<file path="config.mk">
export PLATFORM = sky130hd
export DESIGN_NAME = ticket_change_dispenser
export DESIGN_NICKNAME = d
export VERILOG_FILES = /design/src/rtl/ticket_change_dispenser.sv
export SDC_FILE = /design/constraint.sdc
export NUM_CORES = 1
export LEC_CHECK = 0
export BUFFER_PORTS_ARGS = -buffer_cell sky130_fd_sc_hd__buf_4
export CORE_MARGIN = 5
export CORE_UTILIZATION = 55
export CTS_CLUSTER_SIZE = 14
export DETAILED_ROUTE_END_ITERATION = 8
export HOLD_SLACK_MARGIN = 0.12
export PLACE_DENSITY = 0.81
export RECOVER_POWER = 100
export SYNTH_ARGS = -nofsm -noshare
export SYNTH_HDL_FRONTEND = slang
export SYNTH_SLANG_ARGS = --single-unit
</file>
<file path="constraint.sdc">
create_clock -name clock -period 3.55 [get_ports clock]
set_clock_uncertainty 0.1 [all_clocks]
set_input_delay 0 -clock clock [delete_from_list [all_inputs] [get_ports clock]]
set_output_delay 0 -clock clock [all_outputs]
set_load 0.05 [all_outputs]
</file>
<file path="src/rtl/ticket_change_dispenser.sv">
// Output stage of the ticket shop: issues the sold tickets one per printer handshake,
// then pays the change coin by coin with greedy TWD denominations (50/10/5/1).
module ticket_change_dispenser #(
    parameter int AMT_W = 32,
    parameter int CNT_W = 32
) (
    input  logic             clock,
    input  logic             reset,
    input  logic             req_valid,
    output logic             req_ready,
    input  logic [AMT_W-1:0] in_cash,
    input  logic [CNT_W-1:0] in_num,
    output logic             ticket_valid,
    input  logic             ticket_ready,
    output logic             coin_valid,
    output logic [5:0]       coin_value,
    input  logic             coin_ready,
    output logic             busy,
    output logic             done,
    output logic [AMT_W-1:0] coins_paid
);

    typedef enum logic [1:0] {
        ST_IDLE   = 2'd0,
        ST_TICKET = 2'd1,
        ST_COIN   = 2'd2,
        ST_DONE   = 2'd3
    } state_t;

    typedef struct packed {
        logic req_ready;
        logic ticket_valid;
        logic coin_valid;
        logic busy;
        logic done;
    } flags_t;

    state_t             state_r;
    flags_t             flags_r;
    logic [AMT_W-1:0]   rem_cash_r;
    logic [CNT_W-1:0]   rem_num_r;
    logic [AMT_W-1:0]   coins_paid_r;
    logic [5:0]         coin_value_r;
    logic [AMT_W-1:0]   coin_ext_s;

    // Largest denomination that does not exceed the remaining amount.
    function automatic logic [5:0] greedy_coin(input logic [AMT_W-1:0] amount);
        if (amount >= AMT_W'(32'd50)) begin
            return 6'd50;
        end else if (amount >= AMT_W'(32'd10)) begin
            return 6'd10;
        end else if (amount >= AMT_W'(32'd5)) begin
            return 6'd5;
        end else begin
            return 6'd1;
        end
    endfunction

    // Output flags are a pure function of the state being entered, so they can be registered.
    function automatic flags_t flags_for(input state_t s);
        flags_t f;
        f = '0;
        case (s)
            ST_IDLE:   f.req_ready = 1'b1;
            ST_TICKET: begin f.ticket_valid = 1'b1; f.busy = 1'b1; end
            ST_COIN:   begin f.coin_valid   = 1'b1; f.busy = 1'b1; end
            ST_DONE:   begin f.done         = 1'b1; f.busy = 1'b1; end
            default:   f.req_ready = 1'b1;
        endcase
        return f;
    endfunction

    // Offered coin widened to the cash width for subtraction and the last-coin compare.
    assign coin_ext_s = AMT_W'(coin_value_r);

    // Transaction FSM; outputs are registered together with the state they belong to.
    always_ff @(posedge clock) begin
        if (reset) begin
            state_r      <= ST_IDLE;
            flags_r      <= flags_for(ST_IDLE);
            rem_cash_r   <= '0;
            rem_num_r    <= '0;
            coins_paid_r <= '0;
            coin_value_r <= 6'd0;
        end else begin
            case (state_r)
                ST_IDLE: begin
                    if (req_valid) begin
                        rem_cash_r   <= in_cash;
                        rem_num_r    <= in_num;
                        coins_paid_r <= '0;
                        if (in_num != '0) begin
                            state_r      <= ST_TICKET;
                            flags_r      <= flags_for(ST_TICKET);
                            coin_value_r <= 6'd0;
                        end else if (in_cash != '0) begin
                            state_r      <= ST_COIN;
                            flags_r      <= flags_for(ST_COIN);
                            coin_value_r <= greedy_coin(in_cash);
                        end else begin
                            state_r      <= ST_DONE;
                            flags_r      <= flags_for(ST_DONE);
                            coin_value_r <= 6'd0;
                        end
                    end else begin
                        state_r <= ST_IDLE;
                    end
                end
                ST_TICKET: begin
                    if (ticket_ready) begin
                        rem_num_r <= rem_num_r - CNT_W'(1'b1);
                        if (rem_num_r == CNT_W'(1'b1)) begin
                            if (rem_cash_r != '0) begin
                                state_r      <= ST_COIN;
                                flags_r      <= flags_for(ST_COIN);
                                coin_value_r <= greedy_coin(rem_cash_r);
                            end else begin
                                state_r      <= ST_DONE;
                                flags_r      <= flags_for(ST_DONE);
                                coin_value_r <= 6'd0;
                            end
                        end else begin
                            state_r <= ST_TICKET;
                        end
                    end else begin
                        state_r <= ST_TICKET;
                    end
                end
                ST_COIN: begin
                    // coin_value_r always equals greedy_coin(rem_cash_r) while in this state.
                    if (coin_ready) begin
                        rem_cash_r   <= rem_cash_r - coin_ext_s;
                        coins_paid_r <= coins_paid_r + AMT_W'(1'b1);
                        if (rem_cash_r == coin_ext_s) begin
                            state_r      <= ST_DONE;
                            flags_r      <= flags_for(ST_DONE);
                            coin_value_r <= 6'd0;
                        end else begin
                            coin_value_r <= greedy_coin(rem_cash_r - coin_ext_s);
                        end
                    end else begin
                        state_r <= ST_COIN;
                    end
                end
                ST_DONE: begin
                    state_r      <= ST_IDLE;
                    flags_r      <= flags_for(ST_IDLE);
                    coin_value_r <= 6'd0;
                end
                default: begin
                    state_r      <= ST_IDLE;
                    flags_r      <= flags_for(ST_IDLE);
                    coin_value_r <= 6'd0;
                end
            endcase
        end
    end

    assign req_ready    = flags_r.req_ready;
    assign ticket_valid = flags_r.ticket_valid;
    assign coin_valid   = flags_r.coin_valid;
    assign busy         = flags_r.busy;
    assign done         = flags_r.done;
    assign coin_value   = coin_value_r;
    assign coins_paid   = coins_paid_r;

endmodule

</file>
==> impl_metrics.csv, run 1 <==
group,metric,value,unit
setup_path,critPathArrivalTime,3410,ps
place,hpwlAfterDp,14900,µm
grt,grt_util_all_layers,30.7,%
logic_synthesis,ys_seq_area_share,31.7,%
clock_tree,path_clk_slew,70,ps
layout,final_cell_mix,"138 x nor2_1, 108 x dfxtp_1, 90 x nand2_1, 76 x buf_4, 70 x a21oi_1",
grt,use_met2,44.9,%
logic_synthesis,ys.flop_type,"dfxtp_1",
clock_tree,clockBufferDepth,2,
place,gp_congestion,0.939,
setup_path,cp-end-kind,"register",
clock_tree,cts_hold_buf,67,
clock_tree,numCtsBuffers,9,
clock_tree,cts_tree,"done",
layout,layout-drive-gt1-share,10.5,%
job,maxCapViolCount,1,
setup_path,path_class,"reg2reg",
clock_tree,cts.sinks,108,
timing,hold_viol_final,0,
setup_path,crit_fanout,12,
grt,use_met3,7.18,%
clock_tree,cts_htree_levels,3,
clock_tree,cts_setup_buffers,0,
power_and_ir_drop,p_per_area,389,nW/µm²
grt,grt_pass1_vias,7248,
logic_synthesis,synthArstFlopShare,0,%
floorplan,initial_core_util,56.5,%
layout,fin_nets,1155,
timing,rsz0062_at_grt,"false",
drt,drt_pre_antenna_iters,6,
floorplan,dieHeight,121,µm
timing,tightest_slew,1520,ps
power_and_ir_drop,leakagePower,3.16,nW
clock_tree,clock_latency,360,ps
layout,mostFrequentLayoutCell,"nor2_1",
floorplan,core,12100,µm²
clock_tree,root_buffer,"clkbuf_16",
logic_synthesis,synthDistinctLibCells,75,
timing,setup_viol,0,
floorplan,row_count,40,
logic_synthesis,ys_ff_latch,108,
layout,seqCellArea,2160,µm²
layout,multi_input_area,4310,µm²
power_and_ir_drop,p_clk_share,29.2,%
timing,post-route-min-period,3230,ps
logic_synthesis,ys_warn_count,0,
timing,drv_slew,30,
grt,busiest_layer,"met2",
power_and_ir_drop,p_switching,0.00115,W
drt,drt_iter0_markers,913,
timing,maxSlewHeadroom,-1.27,%
drt,wl_per_cell,18.4,µm
clock_tree,cts.repair.resized,0,
setup_path,crit_required,3730,ps
power_and_ir_drop,pwr-share-comb,29.1,%
power_and_ir_drop,p_sw_share,34.7,%
drt,viasPerCell,6.37,
floorplan,die_x,121,µm
logic_synthesis,syn_area,6810,µm²
grt,grt_use_met1,42.3,%
place,placement.cell_area,7790,µm²
layout,fillers,1021,
setup_path,cp-start-kind,"register",
logic_synthesis,avgSynthCellArea,7.37,µm²
grt,antenna_found_initial,3,
logic_synthesis,syn-num-nets,1004,
status,violations,"capacitance limit, slew limit",
grt,grt_pass1_wl,36800,µm
floorplan,die_area,14700,µm²
drt,drc_errors,0,
timing,fin_crit_sh,90.9,%
power_and_ir_drop,sequentialPowerShare,41.7,%
layout,syn_to_final_growth,24.7,%
logic_synthesis,synth_edf_count,0,
timing,max_freq,310,MHz
timing,holdWs,189,ps
power_and_ir_drop,p_int,0.00216,W
layout,finalInstanceArea,8500,µm²
grt,grt_max_degree,67,
worst_hold_path,hp-class,"in2reg",
drt,ant_nets,0,
grt,grt_overflow,0,
drt,wl,23000,µm
place,port_buffers,111,
power_and_ir_drop,vdd_drop_max,279,µV
timing,finalSetupTns,0,ps
status,status,"finished, violations left",
logic_synthesis,synth_cells,925,
floorplan,io_pins,112,
drt,via_count,7969,
metal layers:
layer / vias to the layer above / wire length (µm)
li1: 3719 / -
met1: 3662 / 9790
met2: 488 / 9810
met3: 98 / 2350
met4: 2 / 1010
met5: - / 13
flip-flops by register name, indices dropped and copies added, names as in the netlist:
name,cells
busy,1
ticket_valid,1
coin_value,5
coins_paid,32
coin_valid,1
req_ready,1
rem_num_r,32
state_r,2
done,1
rem_cash_r,32
cell type report:
cell class	instances	share of cell area, %
clock inverters	3	0.250
inverters	26	1.15
diodes	2	0.0589
well taps	168	2.47
multi-input cells	735	50.7
repair buffers	196	17.0
clock buffers	13	2.94
flip-flops and latches	108	25.4
power groups by stage:
stage	clock network [W]	registers (W)	logic [W]
final	0.000967	0.00138	0.000964
after global routing	0.00102	0.00139	0.00105
after CTS	0.000976	0.00137	0.000958
after detailed placement	0	0.00140	0.000894
after global placement	0	0.00140	0.000887
after floorplan	0	0.00140	0.000614
critical path: stages (launching register included):
cell and delay, ps:
dfxtp_1 350, or4_1 580, or4_4 430, nor4_1 510, a21o_1 490, nand2_4 130
or4_1 420, a21oi_1 140
Yosys cell counts, drive strengths merged (14+ instances only):
| cell | n | area share, % |
|---|---|---|
| a21oi | 70 | 5.1 |
| a22oi | 15 | 1.7 |
| a31oi | 17 | 1.6 |
| clkbuf | 52 | 2.9 |
| dfxtp | 108 | 32 |
| inv | 26 | 1.4 |
| nand2 | 92 | 5.2 |
| nand3 | 22 | 1.7 |
| nand4 | 23 | 2.1 |
| nor2 | 139 | 7.7 |
| nor3 | 32 | 2.4 |
| nor4 | 40 | 4.2 |
| o21ai | 55 | 4.0 |
| or3 | 14 | 1.3 |
| xnor2 | 16 | 2.1 |
| xor2 | 25 | 3.2 |
metrics by stage:
step / utilization, % / cells / total power [W] / worst slack (ps)
global route: 70.5 / 1251 / 0.00346 / 219
global placement: 64.6 / 1166 / 0.00228 / 679
finish: 70.5 / 1251 / 0.00331 / 322
detailed placement: 64.6 / 1166 / 0.00229 / 642
floorplan: - / 925 / 0.00202 / 460
CTS: 72.4 / 1249 / 0.00331 / 617
path summary, 6_finish.rpt:
check,start,cells past startpoint,endpoint,slack (ps)
worst min register to register,ticket_valid,2,ticket_valid,380
worst min-delay path,reset,4,rem_num_r[21],190
worst max-delay path,rem_num_r[13],7,ticket_valid,320
worst max register to register,rem_num_r[13],7,ticket_valid,320
kinds of logic (layout without fill, tap and decap cells):
kind of cell	count (synthesis)	after routing	synth area share (%)
buffers and inverters	82	238	4.65
adder cells (fa/ha/maj)	10	10	1.95
AO/OA/AOI/OAI	263	263	25.3
XOR/XNOR	41	41	5.27
flip-flops	108	108	31.7
multiplexers	3	3	0.441
AND/OR/NAND/NOR	418	418	30.7
other	0	2	0
Note: power is estimated with default switching activity, not from simulation.
==> inputs of run 2 (changes only) <==
==> constraint.sdc (replaced) <==
create_clock -name clock -period 3.5 [get_ports clock]
set_clock_uncertainty 0.1 [all_clocks]
set_input_delay 0 -clock clock [delete_from_list [all_inputs] [get_ports clock]]
set_output_delay 0 -clock clock [all_outputs]
set_load 0.05 [all_outputs]
==> impl_metrics.csv, run 2 (synthesis results as in run 1) <==
group,metric,value,unit
clock_tree,path_clk_slew,70,ps
drt,drt_pre_antenna_iters,6,
timing,drv_slew,0,
setup_path,path_class,"reg2reg",
clock_tree,numCtsBuffers,9,
floorplan,io_pins,112,
floorplan,dieHeight,121,µm
clock_tree,clockBufferDepth,2,
job,maxCapViolCount,0,
power_and_ir_drop,p_switching,0.00117,W
drt,drt_iter0_markers,939,
setup_path,cp-end-kind,"register",
timing,tightest_slew,1210,ps
layout,final_cell_mix,"139 x nor2_1, 108 x dfxtp_1, 91 x nand2_1, 78 x buf_4, 70 x a21oi_1",
layout,layout-drive-gt1-share,10.8,%
grt,grt_util_all_layers,30.2,%
power_and_ir_drop,p_int,0.00234,W
drt,viasPerCell,6.35,
clock_tree,cts_htree_levels,3,
clock_tree,cts_tree,"done",
drt,drc_errors,0,
power_and_ir_drop,leakagePower,3.22,nW
place,port_buffers,111,
power_and_ir_drop,sequentialPowerShare,39.9,%
setup_path,crit_family,"simple AND/OR/NAND/NOR gates",
clock_tree,cts_hold_buf,68,
grt,grt_pass1_wl,36400,µm
timing,maxSlewHeadroom,19.0,%
timing,hold_viol_final,0,
floorplan,die_area,14700,µm²
power_and_ir_drop,p_sw_share,33.3,%
clock_tree,root_buffer,"clkbuf_16",
power_and_ir_drop,pwr-share-comb,28.0,%
setup_path,slowest_delay,730,ps
timing,max_freq,318,MHz
clock_tree,cts.sinks,108,
grt,grt_max_degree,67,
place,placed_cells,1169,
layout,syn_to_final_growth,26.0,%
setup_path,crit_fanout,7,
setup_path,cp-start-kind,"register",
grt,grt_pass1_vias,7148,
power_and_ir_drop,vdd_drop_max,266,µV
status,status,"completed",
setup_path,worstPathCellList,"nor4_1 -> and4_1 -> nand3_1 -> o31ai_1 -> clkbuf_1 -> nand2_4 -> or4_1 -> a21oi_1",
clock_tree,cts.repair.resized,0,
power_and_ir_drop,p_clk_share,32.2,%
floorplan,row_count,40,
floorplan,core,12100,µm²
place,placement.cell_area,7810,µm²
clock_tree,cts_setup_buffers,0,
timing,finalSetupTns,0,ps
drt,ant_nets,0,
timing,setup_viol,0,
timing,post-route-min-period,3140,ps
layout,final_util,71.2,%
place,dp_slack,597,ps
floorplan,initial_core_util,56.5,%
clock_tree,clock_latency,360,ps
drt,wl_per_cell,18.0,µm
setup_path,crit_required,3680,ps
layout,mostFrequentLayoutCell,"nor2_1",
setup_path,critPathArrivalTime,3320,ps
timing,fin_crit_sh,89.8,%
layout,finalNonFillerCells,1254,
grt,grt_overflow,0,
drt,via_count,7959,
place,gp_congestion,0.953,
timing,rsz0062_at_grt,"false",
drt,wl,22600,µm
timing,setup_ws,358,ps
layout,fin_nets,1159,
setup_path,slowest_stage,"nor4_1",
place,hpwlAfterDp,15100,µm
floorplan,die_x,121,µm
grt,antenna_found_initial,0,
setup_path,critPathBufInv,1,
layout,finalInstanceArea,8590,µm²
power_and_ir_drop,p_per_area,409,nW/µm²
layout,fillers,1012,
worst_hold_path,hp-class,"in2reg",
==> run 2: changes by cell type in the layout (fill, tap and decap cells not counted), sizes merged <==
cell / previous run / this run
diode: 2 / 1
buf: 76 / 78
clkinvlp: 1 / 0
inv: 27 / 28
dlygate4sd3: 67 / 68
clkbuf: 66 / 65
bufinv: 0 / 2
==> run 2: path summary, 6_finish.rpt <==
| path | start | end | slack [ps] | cells after the start |
|---|---|---|---|---|
| hold / removal | reset | coin_value[0] | 180 | 4 |
| hold reg to reg | ticket_valid | ticket_valid | 380 | 2 |
| setup / recovery | rem_cash_r[18] | ticket_valid | 360 | 8 |
| setup reg to reg | rem_cash_r[18] | ticket_valid | 360 | 8 |
==> run 2: metrics by stage <==
stage | hold slack [ps] | total power, W
after floorplan | -3.25 | 0.00204
after global placement | 130 | 0.00232
after detailed placement | 130 | 0.00233
after CTS | 120 | 0.00351
after global routing | 189 | 0.00368
final | 176 | 0.00351
==> run 2: cell type report <==
class,instances,area [µm²],area share [%]
Inverter,26,97.6,1.14
Sequential cell,108,2160,25.2
Multi-Input combinational cell,735,4320,50.3
Clock buffer,11,243,2.83
Clock inverter,5,82.6,0.962
Tap cell,168,210,2.45
Timing Repair Buffer,200,1470,17.2
Antenna cell,1,2.50,0.0291
==> run 2: metal layers <==
metal,track usage (%),routed length (µm),vias up
met5,0,0,-
met4,12.3,746,0
met3,6.29,2120,78
met2,45.5,9770,468
met1,41.8,9970,3673
li1,-,-,3740
==> run 2: power groups by stage <==
stage / clock, W / sequential (W) / combinational [W]
6_report: 0.00113 / 0.00140 / 0.000982
5_1_grt: 0.00119 / 0.00141 / 0.00107
4_1_cts: 0.00114 / 0.00139 / 0.000969
3_5_place_dp: 0 / 0.00142 / 0.000904
3_3_place_gp: 0 / 0.00142 / 0.000899
2_1_floorplan: 0 / 0.00142 / 0.000623
==> run 2: worst reg2reg max path, delay by kind of cell (launching register included) <==
family	cells	cell delay, ps
compound gates	2	490
buf+inv	1	320
flops	1	370
simple gates	5	1800
